===== src/rtl/stream_fifo.sv =====
// -----------------------------------------------------------------------------
// stream_fifo
//   Single-clock synchronous FIFO with a parameterizable depth (any value >= 2,
//   not only powers of two). It provides occupancy-derived status flags and
//   sticky overflow/underflow error flags. In registered-read mode (FWFT=0),
//   read data appears one cycle after an accepted read. In first-word-fall-
//   through mode (FWFT=1), the head entry is always visible on dout.
//
// Parameters
//   DEPTH     number of entries (>= 2)
//   WIDTH     data width in bits
//   AF_LEVEL  almost_full asserted when count >= AF_LEVEL (1..DEPTH)
//   AE_LEVEL  almost_empty asserted when count <= AE_LEVEL (0..DEPTH-1)
//   FWFT      0 = registered read, 1 = first-word-fall-through
//
// Ports
//   clk           rising-edge clock
//   rstn          asynchronous active-low reset
//   flush         synchronous clear of pointers, count and error flags
//   wr_en, din    write request and write data
//   rd_en         read request
//   dout          read data
//   dout_valid    dout carries valid data
//   full, empty, almost_full, almost_empty   status, decoded from count
//   count         current occupancy
//   overflow      sticky flag: a write was rejected
//   underflow     sticky flag: a read was rejected
//   clr_err       synchronous clear of overflow/underflow (wins over a set)
// -----------------------------------------------------------------------------
module stream_fifo #(
  parameter int DEPTH    = 16,
  parameter int WIDTH    = 8,
  parameter int AF_LEVEL = 14,
  parameter int AE_LEVEL = 2,
  parameter int FWFT     = 0
) (
  input  logic                       clk,
  input  logic                       rstn,
  input  logic                       flush,
  input  logic                       wr_en,
  input  logic [WIDTH-1:0]           din,
  input  logic                       rd_en,
  output logic [WIDTH-1:0]           dout,
  output logic                       dout_valid,
  output logic                       full,
  output logic                       empty,
  output logic                       almost_full,
  output logic                       almost_empty,
  output logic [$clog2(DEPTH+1)-1:0] count,
  output logic                       overflow,
  output logic                       underflow,
  input  logic                       clr_err
);

  localparam int CW = $clog2(DEPTH + 1);
  localparam int PW = $clog2(DEPTH);

  logic [WIDTH-1:0] mem_q [DEPTH];

  logic [PW-1:0]    wr_ptr_q, wr_ptr_d;
  logic [PW-1:0]    rd_ptr_q, rd_ptr_d;
  logic [CW-1:0]    count_q, count_d;
  logic             overflow_q, overflow_d;
  logic             underflow_q, underflow_d;
  logic [WIDTH-1:0] dout_q, dout_d;
  logic             dout_valid_q, dout_valid_d;

  logic             rd_accept;
  logic             wr_accept;

  // Status flags come from the registered count only, so they have no
  // combinational path from any input.
  assign full         = (count_q == CW'(DEPTH));
  assign empty        = (count_q == '0);
  assign almost_full  = (count_q >= CW'(AF_LEVEL));
  assign almost_empty = (count_q <= CW'(AE_LEVEL));
  assign count        = count_q;
  assign overflow     = overflow_q;
  assign underflow    = underflow_q;

  // A read is accepted only when data is present. A write may use the slot
  // freed by a read accepted in the same cycle. Flush suppresses both.
  assign rd_accept = rd_en && !empty && !flush;
  assign wr_accept = wr_en && (!full || rd_accept) && !flush;

  always_comb begin
    // NOTE: every output of this block gets a default first, so no path
    // leaves a signal unassigned and no latch is inferred.
    wr_ptr_d     = wr_ptr_q;
    rd_ptr_d     = rd_ptr_q;
    count_d      = count_q;
    overflow_d   = overflow_q;
    underflow_d  = underflow_q;
    dout_d       = dout_q;
    dout_valid_d = 1'b0;

    if (flush) begin
      wr_ptr_d    = '0;
      rd_ptr_d    = '0;
      count_d     = '0;
      overflow_d  = 1'b0;
      underflow_d = 1'b0;
    end else begin
      // Explicit wrap so non-power-of-two depths index correctly.
      if (wr_accept) begin
        wr_ptr_d = (wr_ptr_q == PW'(DEPTH - 1)) ? '0 : wr_ptr_q + PW'(1);
      end
      if (rd_accept) begin
        rd_ptr_d     = (rd_ptr_q == PW'(DEPTH - 1)) ? '0 : rd_ptr_q + PW'(1);
        dout_d       = mem_q[rd_ptr_q];
        dout_valid_d = 1'b1;
      end

      if (wr_accept && !rd_accept) begin
        count_d = count_q + CW'(1);
      end else if (rd_accept && !wr_accept) begin
        count_d = count_q - CW'(1);
      end

      // clr_err wins over a same-cycle set.
      if (clr_err) begin
        overflow_d  = 1'b0;
        underflow_d = 1'b0;
      end else begin
        if (wr_en && !wr_accept) overflow_d  = 1'b1;
        if (rd_en && !rd_accept) underflow_d = 1'b1;
      end
    end
  end

  // NOTE: state registers use non-blocking assignments so that every register
  // samples the pre-edge values, whatever order the simulator evaluates them in.
  always_ff @(posedge clk or negedge rstn) begin
    if (!rstn) begin
      wr_ptr_q     <= '0;
      rd_ptr_q     <= '0;
      count_q      <= '0;
      overflow_q   <= 1'b0;
      underflow_q  <= 1'b0;
      dout_q       <= '0;
      dout_valid_q <= 1'b0;
    end else begin
      wr_ptr_q     <= wr_ptr_d;
      rd_ptr_q     <= rd_ptr_d;
      count_q      <= count_d;
      overflow_q   <= overflow_d;
      underflow_q  <= underflow_d;
      dout_q       <= dout_d;
      dout_valid_q <= dout_valid_d;
    end
  end

  // NOTE: the storage array has no reset. Resetting it would prevent mapping
  // to RAM, and the pointers alone decide which entries are meaningful.
  always_ff @(posedge clk) begin
    if (wr_accept) begin
      mem_q[wr_ptr_q] <= din;
    end
  end

  generate
    if (FWFT != 0) begin : g_fwft
      // The head entry is shown directly. It reads as zero while empty, so
      // dout is defined after reset or flush.
      assign dout       = empty ? '0 : mem_q[rd_ptr_q];
      assign dout_valid = !empty;
    end else begin : g_reg
      assign dout       = dout_q;
      assign dout_valid = dout_valid_q;
    end
  endgenerate

endmodule

===== config.mk =====
export PLATFORM = sky130hd
export DESIGN_NAME = stream_fifo
export DESIGN_NICKNAME = d
export VERILOG_FILES = /design/src/rtl/stream_fifo.sv
export SDC_FILE = /design/constraint.sdc
export NUM_CORES = 1
export LEC_CHECK = 0
export CELL_PAD_IN_SITES_DETAIL_PLACEMENT = 0
export CELL_PAD_IN_SITES_GLOBAL_PLACEMENT = 1
export CORE_ASPECT_RATIO = 0.6
export CORE_MARGIN = 10
export CORE_UTILIZATION = 55
export DETAILED_ROUTE_END_ITERATION = 6
export PLACE_DENSITY_LB_ADDON = 0.1
export SLEW_MARGIN = 10
export SYNTH_ARGS = -nofsm -noshare
export SYNTH_HDL_FRONTEND = slang
export SYNTH_SLANG_ARGS = --single-unit

===== constraint.sdc =====
create_clock -name clk -period 4.46 [get_ports clk]
set_input_delay 0.669 -clock clk [delete_from_list [all_inputs] [get_ports clk]]
set_output_delay 0.669 -clock clk [all_outputs]
set_load 0.02 [all_outputs]

==> out/metrics.cfg, run 1 <==
[power]
leakagePower_uw = 0.00247
powerDensity_nw_per_um2 = 563
vdd_drop_max_mv = 0.312
pwr-share-seq_pct = 42.1
pwr-share-comb_pct = 21.5
power_frac_clock_pct = 36.3
p_switching_uw = 1130
internal-power_uw = 3070
switching_share_pct = 26.9

[floorplan]
fp-row-count = 30
die_h_um = 103
die_area_um2 = 16400
die_w_um = 159
pin_count = 34
start_util_pct = 56.2
core-area_um2 = 11300

[critical_path]
crit_family = simple AND/OR/NAND/NOR gates
cp-start-kind = register
crit_type = register to register
cp.buffers_inverters = 0
worst_ep_required_time_ns = 4.78
max_stage_delay_ns = 0.77
endpoint_kind = register
critical-path-slowest-cell = or4_1
cp.arrival_ns = 3.42
worst-path-max-fanout = 10
crit_chain = or4_1 -> o21ai_2 -> nand3_1 -> ha_1 -> a21oi_1 -> and4b_1 -> o21bai_1 -> a41oi_1

[timing]
rsz0062_at_grt = false
tightest_slew_ns = 1.23
fmax_mhz = 323
tns_ns = 0
period_needed_ns = 3.10
fin_hold_ws_ns = 0.497
period_share_pct = 69.4
slew_headroom_pct = 17.7
setup_violations = 0
slew_viol_final = 0
hold_violations = 0
skew_ns = 0.00742

[final_layout]
nets = 409
syn2layout_area_growth_pct = 17.3
final-instance-count-excl-fill = 558
layout-drive-gt1-share_pct = 22.1
fillers = 744
n_antenna_cell = 0

[synthesis]
synth_top_family_by_area = multiplexers
async_flop_share_pct = 15.8
synth-adder-area-share_pct = 2.09
yosys_warnings = 0
synth.area.mux_share_pct = 14.9
yosysUniqueCellTypes = 44
ys_seq_elements = 152
syn-cell-area_um2 = 6350
yosysSeqAreaShare_pct = 69.9
synth.avg_cell_area_um2 = 18.3
synth_xor_area_share_pct = 0.689
syn_inst = 348
synth-edff-count = 128
synth_compound_area_share_pct = 4.67
synth_nets = 372
synth_flop_cell = edfxtp_1
synth-simple-area-share_pct = 5.81

[clock_network]
post_cts_resized = 0
cts_tree = built
ctsHoldBuffers = 0
htree_levels = 4
clock_tree.root_cell = clkbuf_16
cts_buffers = 17
cts_setup_buffers = 0
cts_sinks = 152
cts_max_path_buffers = 2
clkTransAtPathRegs_ns = 0.06
clock_latency_ns = 0.41

[worst_hold_path]
hold_class = register to register

[placed_design]
gp_congestion = 0.754
hpwl_mm = 8.33
dp.cells = 526
portBuffers = 33

[global_route]
grt_pass1_wl_mm = 19.7
grt_overflow = 0
first_global_vias = 3134
grt.total_usage_pct = 16.3
grt_max_degree = 30
grt_antenna_before_repair = 0

[detailed_routing]
drc = 0
drt_iter0_drc = 322
wire_per_inst_um = 22.7
vias_per_cell = 5.73
first_pass_iters = 6
wirelength_mm = 12.7
ant_nets = 0
num_vias = 3200

[flow_run]
maxCapViolations = 0

[status]
status = finished, final reports clean

-- power by group through the flow --
stage	Clock [uW]	Sequential, uW	Combinational (uW)
after floorplan	0	1760	627
after global placement	0	1800	900
after detailed placement	0	1800	906
after CTS	1550	1770	913
after global routing	1610	1790	974
final	1520	1770	904
-- cells by family (layout without fill, tap and decap cells) --
logic type,after synthesis,count (layout)
flops,152,152
simple gates,69,69
mux,54,54
compound gates,34,34
buf+inv,24,74
fa+ha+maj,10,10
xor+xnor,5,5
-- routing by layer --
| metal | up-vias | wire [um] | track usage [%] | share of wire (%) |
|---|---|---|---|---|
| li1 | 1467 | - | - | - |
| met4 | 0 | 63 | 5.36 | 0.50 |
| met1 | 1644 | 6490 | 24.4 | 51 |
| met2 | 83 | 5580 | 22.6 | 44 |
| met5 | - | 0 | 0 | 0 |
| met3 | 6 | 530 | 4.31 | 4.2 |
-- placed cells by master (no fill, tap or decap), types with 2 or more instances in the layout --
master / synthesis / final
mux2_2: 4 / 4
nand3_1: 7 / 7
inv_1: 5 / 5
and2_1: 16 / 16
a21oi_1: 10 / 10
edfxtp_1: 128 / 128
xnor2_1: 3 / 3
clkinvlp_4: 0 / 3
nor3b_1: 2 / 2
a31o_2: 2 / 2
o211ai_1: 2 / 2
o221ai_2: 8 / 8
clkdlybuf4s50_1: 0 / 33
nand2b_1: 3 / 3
clkbuf_16: 0 / 17
clkbuf_8: 0 / 3
buf_4: 0 / 4
mux2i_1: 18 / 18
or4_1: 2 / 2
a21o_1: 2 / 2
ha_1: 9 / 9
bufinv_16: 0 / 4
clkinv_2: 0 / 2
nor2_1: 10 / 10
xor2_1: 2 / 2
nor3_1: 3 / 3
nand2_1: 16 / 16
dfrtp_1: 24 / 23
mux4_2: 32 / 32
o21ai_2: 3 / 3
nor2b_1: 3 / 3
-- synth_stat cells, types with 2 or more instances --
cell type  number  area [um2]
a31o_2          2        17.5
nand2b_1        3        18.8
and2_1         16         100
mux2i_1        18         180
ha_1            9         113
clkbuf_1        8        30.0
o221ai_2        8         120
buf_6           3        33.8
or4_1           2        15.0
mux4_2         32         721
buf_2           4        20.0
inv_1           5        18.8
edfxtp_1      128        3840
a21oi_1        10        50.1
o21ai_2         3        26.3
dfrtp_1        24         601
nor3b_1         2        15.0
nor2_1         10        37.5
mux2_2          4        45.0
o211ai_1        2        15.0
nand3_1         7        35.0
nor2b_1         3        18.8
a21o_1          2        15.0
xnor2_1         3        26.3
xor2_1          2        17.5
nand2_1        16        60.1
nor3_1          3        15.0
clkbuf_2        3        15.0
-- final timing paths --
check / startpoint / endpoint / slack [ns] / cells after the start
max in group asynchronous: rstn / rd_ptr_q[0] / 3.52 / 2
min: dout[7] / dout[7] / 0.50 / 2
min reg2reg: dout[7] / dout[7] / 0.50 / 2
max reg2reg: count[1] / count[4] / 1.36 / 8
min in group asynchronous: rstn / dout[4] / 0.64 / 2
max: count[1] / count[4] / 1.36 / 8
-- registers in the layout, summed over array words and instances (netlist names) --
name	count
rd_ptr_q	4
dout_valid	1
overflow	1
mem_q	128
count	5
dout	8
wr_ptr_q	4
underflow	1
-- tightest hold or removal path, cell delays in order, from the launching register on --
cell      delay, ns
dfrtp_1        0.35
nand2_1        0.06
o221ai_2       0.05
-- final cells by class --
type | instances | area (um2) | area share [%]
clock buffers | 21 | 470 | 6.31
clock inverters | 11 | 170 | 2.28
inverters | 5 | 18.8 | 0.252
multi-input cells | 172 | 1790 | 24.0
flip-flops and latches | 152 | 4450 | 59.6
well taps | 160 | 200 | 2.69
repair buffers | 37 | 360 | 4.83
-- metrics by stage --
step                      power [uW]  area [um2]  utilization [%]  setup slack, ns
final                           4200        7450             66.0             1.36
after global routing            4380        7450             66.0             1.18
after CTS                       4240        7450             66.0             1.34
after detailed placement        2710        6810             60.3             1.38
after global placement          2700        6810             60.3             1.48
after floorplan                 2390        6350                -             1.73
No activity file was read; power rests on OpenSTA's default activity.
==> run 2: changes to the inputs <==
Settings changed: CORE_UTILIZATION 55 to 52.
Clock period 4.46 ns to 2.85 ns, I/O delays scaled along.
==> out/metrics.cfg, run 2 (synthesized netlist as in run 1, its figures left out) <==
[status]
status = finished, final reports clean

[worst_hold_path]
hold_class = input port to async pin

[placed_design]
dp.cells = 546  ; +3.8%
gp_congestion = 0.751  ; -0.41%
portBuffers = 33  ; unchanged
hpwl_mm = 8.73  ; +4.7%

[power]
powerDensity_nw_per_um2 = 882  ; +57%
leakagePower_uw = 0.00256  ; +3.7%
switching_share_pct = 28.0  ; +1.1 points
internal-power_uw = 4800  ; +57%
pwr-share-comb_pct = 24.0  ; +2.5 points
p_switching_uw = 1870  ; +66%
power_frac_clock_pct = 35.7  ; -0.6 points
pwr-share-seq_pct = 40.3  ; -1.8 points
vdd_drop_max_mv = 0.464  ; +49%

[clock_network]
cts_sinks = 152  ; unchanged
ctsHoldBuffers = 0  ; unchanged
cts_buffers = 17  ; unchanged
clkTransAtPathRegs_ns = 0.07  ; about the same
cts_tree = built
htree_levels = 4  ; unchanged
clock_tree.root_cell = clkbuf_16
clock_latency_ns = 0.42  ; about the same
cts_max_path_buffers = 2  ; unchanged

[floorplan]
fp-row-count = 31  ; +3.3%
core-area_um2 = 12000  ; +6.1%
die_h_um = 106  ; +2.3%
start_util_pct = 53.0  ; -3.2 points
die_w_um = 163  ; +2.5%
die_area_um2 = 17200  ; +4.8%
pin_count = 34  ; unchanged

[detailed_routing]
num_vias = 3342  ; +4.4%
first_pass_iters = 5  ; -1
drt_iter0_drc = 286  ; -11%
wire_per_inst_um = 23.1  ; +2.0%
wirelength_mm = 13.4  ; +5.7%
drc = 0  ; unchanged
ant_nets = 0  ; unchanged
vias_per_cell = 5.78  ; +0.82%

[global_route]
first_global_vias = 3351  ; +6.9%
grt_pass1_wl_mm = 20.8  ; +5.6%
grt_max_degree = 37  ; +23%
grt_antenna_before_repair = 0  ; unchanged
grt.total_usage_pct = 16.3  ; +0.031 points
grt_overflow = 0  ; unchanged

[timing]
hold_violations = 0  ; unchanged
tns_ns = 0  ; unchanged
fmax_mhz = 373  ; +16%
slew_headroom_pct = 18.3  ; +0.64 points
tightest_slew_ns = 1.22  ; -0.00966 ns
slew_viol_final = 0  ; unchanged
rsz0062_at_grt = false
skew_ns = 0.00849  ; +0.00107 ns
period_needed_ns = 2.68  ; -0.418 ns
setup_violations = 0  ; unchanged
period_share_pct = 94.0  ; +25 points

[final_layout]
top_register = mem_q
largest_reg_flops = 128  ; unchanged
nets = 424  ; +3.7%
layout-drive-gt1-share_pct = 24.9  ; +2.8 points
final-instance-count-excl-fill = 578  ; +3.6%
n_antenna_cell = 0  ; unchanged
final_common_cell = edfxtp_1
syn2layout_area_growth_pct = 19.2
layout_common_cells = edfxtp_1, mux4_2, clkdlybuf4s50_1
fillers = 830  ; +12%

[critical_path]
worst-path-max-fanout = 8  ; -2
crit_chain = or4_1 -> o21ai_2 -> nand3_1 -> ha_1 -> a21oi_1 -> and4b_1 -> o21bai_1 -> a41oi_1
endpoint_kind = register
critical-path-slowest-cell = or4_1
cp.arrival_ns = 3.01  ; -0.41 ns
max_stage_delay_ns = 0.59  ; -0.18 ns
worst_ep_required_time_ns = 3.18  ; -1.60 ns
cp-start-kind = register
crit_type = register to register

[flow_run]
maxCapViolations = 0  ; unchanged

-- run 2: changes by cell type in the layout (fill, tap and decap cells not counted), moves of 2 or more --
| cell | before | now |
|---|---|---|
| buf_4 | 4 | 18 |
| clkinvlp_4 | 3 | 1 |
| inv_6 | 1 | 4 |
| clkbuf_8 | 3 | 0 |
-- run 2: critical path, delay by kind of cell (launching register included) --
family          cells  cell delay [ns]
compound gates      4             0.63
fa+ha+maj           1             0.42
flops               1             0.46
simple gates        3             1.07
-- run 2: layer usage --
layer / wire [um] / track usage (%) / part of all wire (%)
met5: 0 / 0 / 0
met4: 116 / 4.62 / 0.87
met3: 690 / 4.23 / 5.2
met2: 5770 / 21.8 / 43
met1: 6800 / 25.4 / 51
-- run 2: final cells by class --
| type | count | area, um2 | area share [%] |
|---|---|---|---|
| flip-flops and latches | 152 | 4450 | 58.7 |
| multi-input cells | 172 | 1790 | 23.6 |
| repair buffers | 52 | 488 | 6.45 |
| clock buffers | 18 | 429 | 5.67 |
| well taps | 165 | 206 | 2.73 |
| clock inverters | 14 | 195 | 2.58 |
| inverters | 5 | 18.8 | 0.248 |
-- run 2: repair_timing --
action / in CTS / in global routing
hold endpoints to repair: 0 / 0
resized for setup: 0 / 1
endpoints found under the setup margin: 0 / 1
buffers inserted: 0 / 0
-- run 2: path summary, 6_finish.rpt --
path,cells after the start,start,endpoint,slack [ns]
worst min-delay path,1,rstn,dout_valid,0.40
worst max register to register,8,count[2],count[4],0.17
worst min register to register,2,dout[7],dout[7],0.50
worst max-delay path,8,count[2],count[4],0.17
min in group clk,2,dout[7],dout[7],0.50
max in group asynchronous,2,rstn,wr_ptr_q[1],1.79
-- run 2: metrics by stage --
step / setup slack [ns] / utilization (%) / power, uW / instance area [um2] / hold WS (ns)
2_1_floorplan: 0.121 / - / 3740 / 6350 / 0.132
3_3_place_gp: 0.305 / 57.9 / 4340 / 6940 / 0.479
3_5_place_dp: 0.198 / 57.9 / 4350 / 6940 / 0.481
4_1_cts: 0.0246 / 63.1 / 6720 / 7570 / 0.408
5_1_grt: 0.0620 / 63.2 / 6960 / 7570 / 0.434
6_report: 0.171 / 63.2 / 6680 / 7570 / 0.401
-- run 2: power groups by stage --
stage	Clock, uW	Sequential [uW]	Combinational (uW)
after floorplan	0	2760	981
after global placement	0	2740	1600
after detailed placement	0	2730	1620
after CTS	2410	2690	1620
after global routing	2510	2720	1730
final	2380	2690	1610
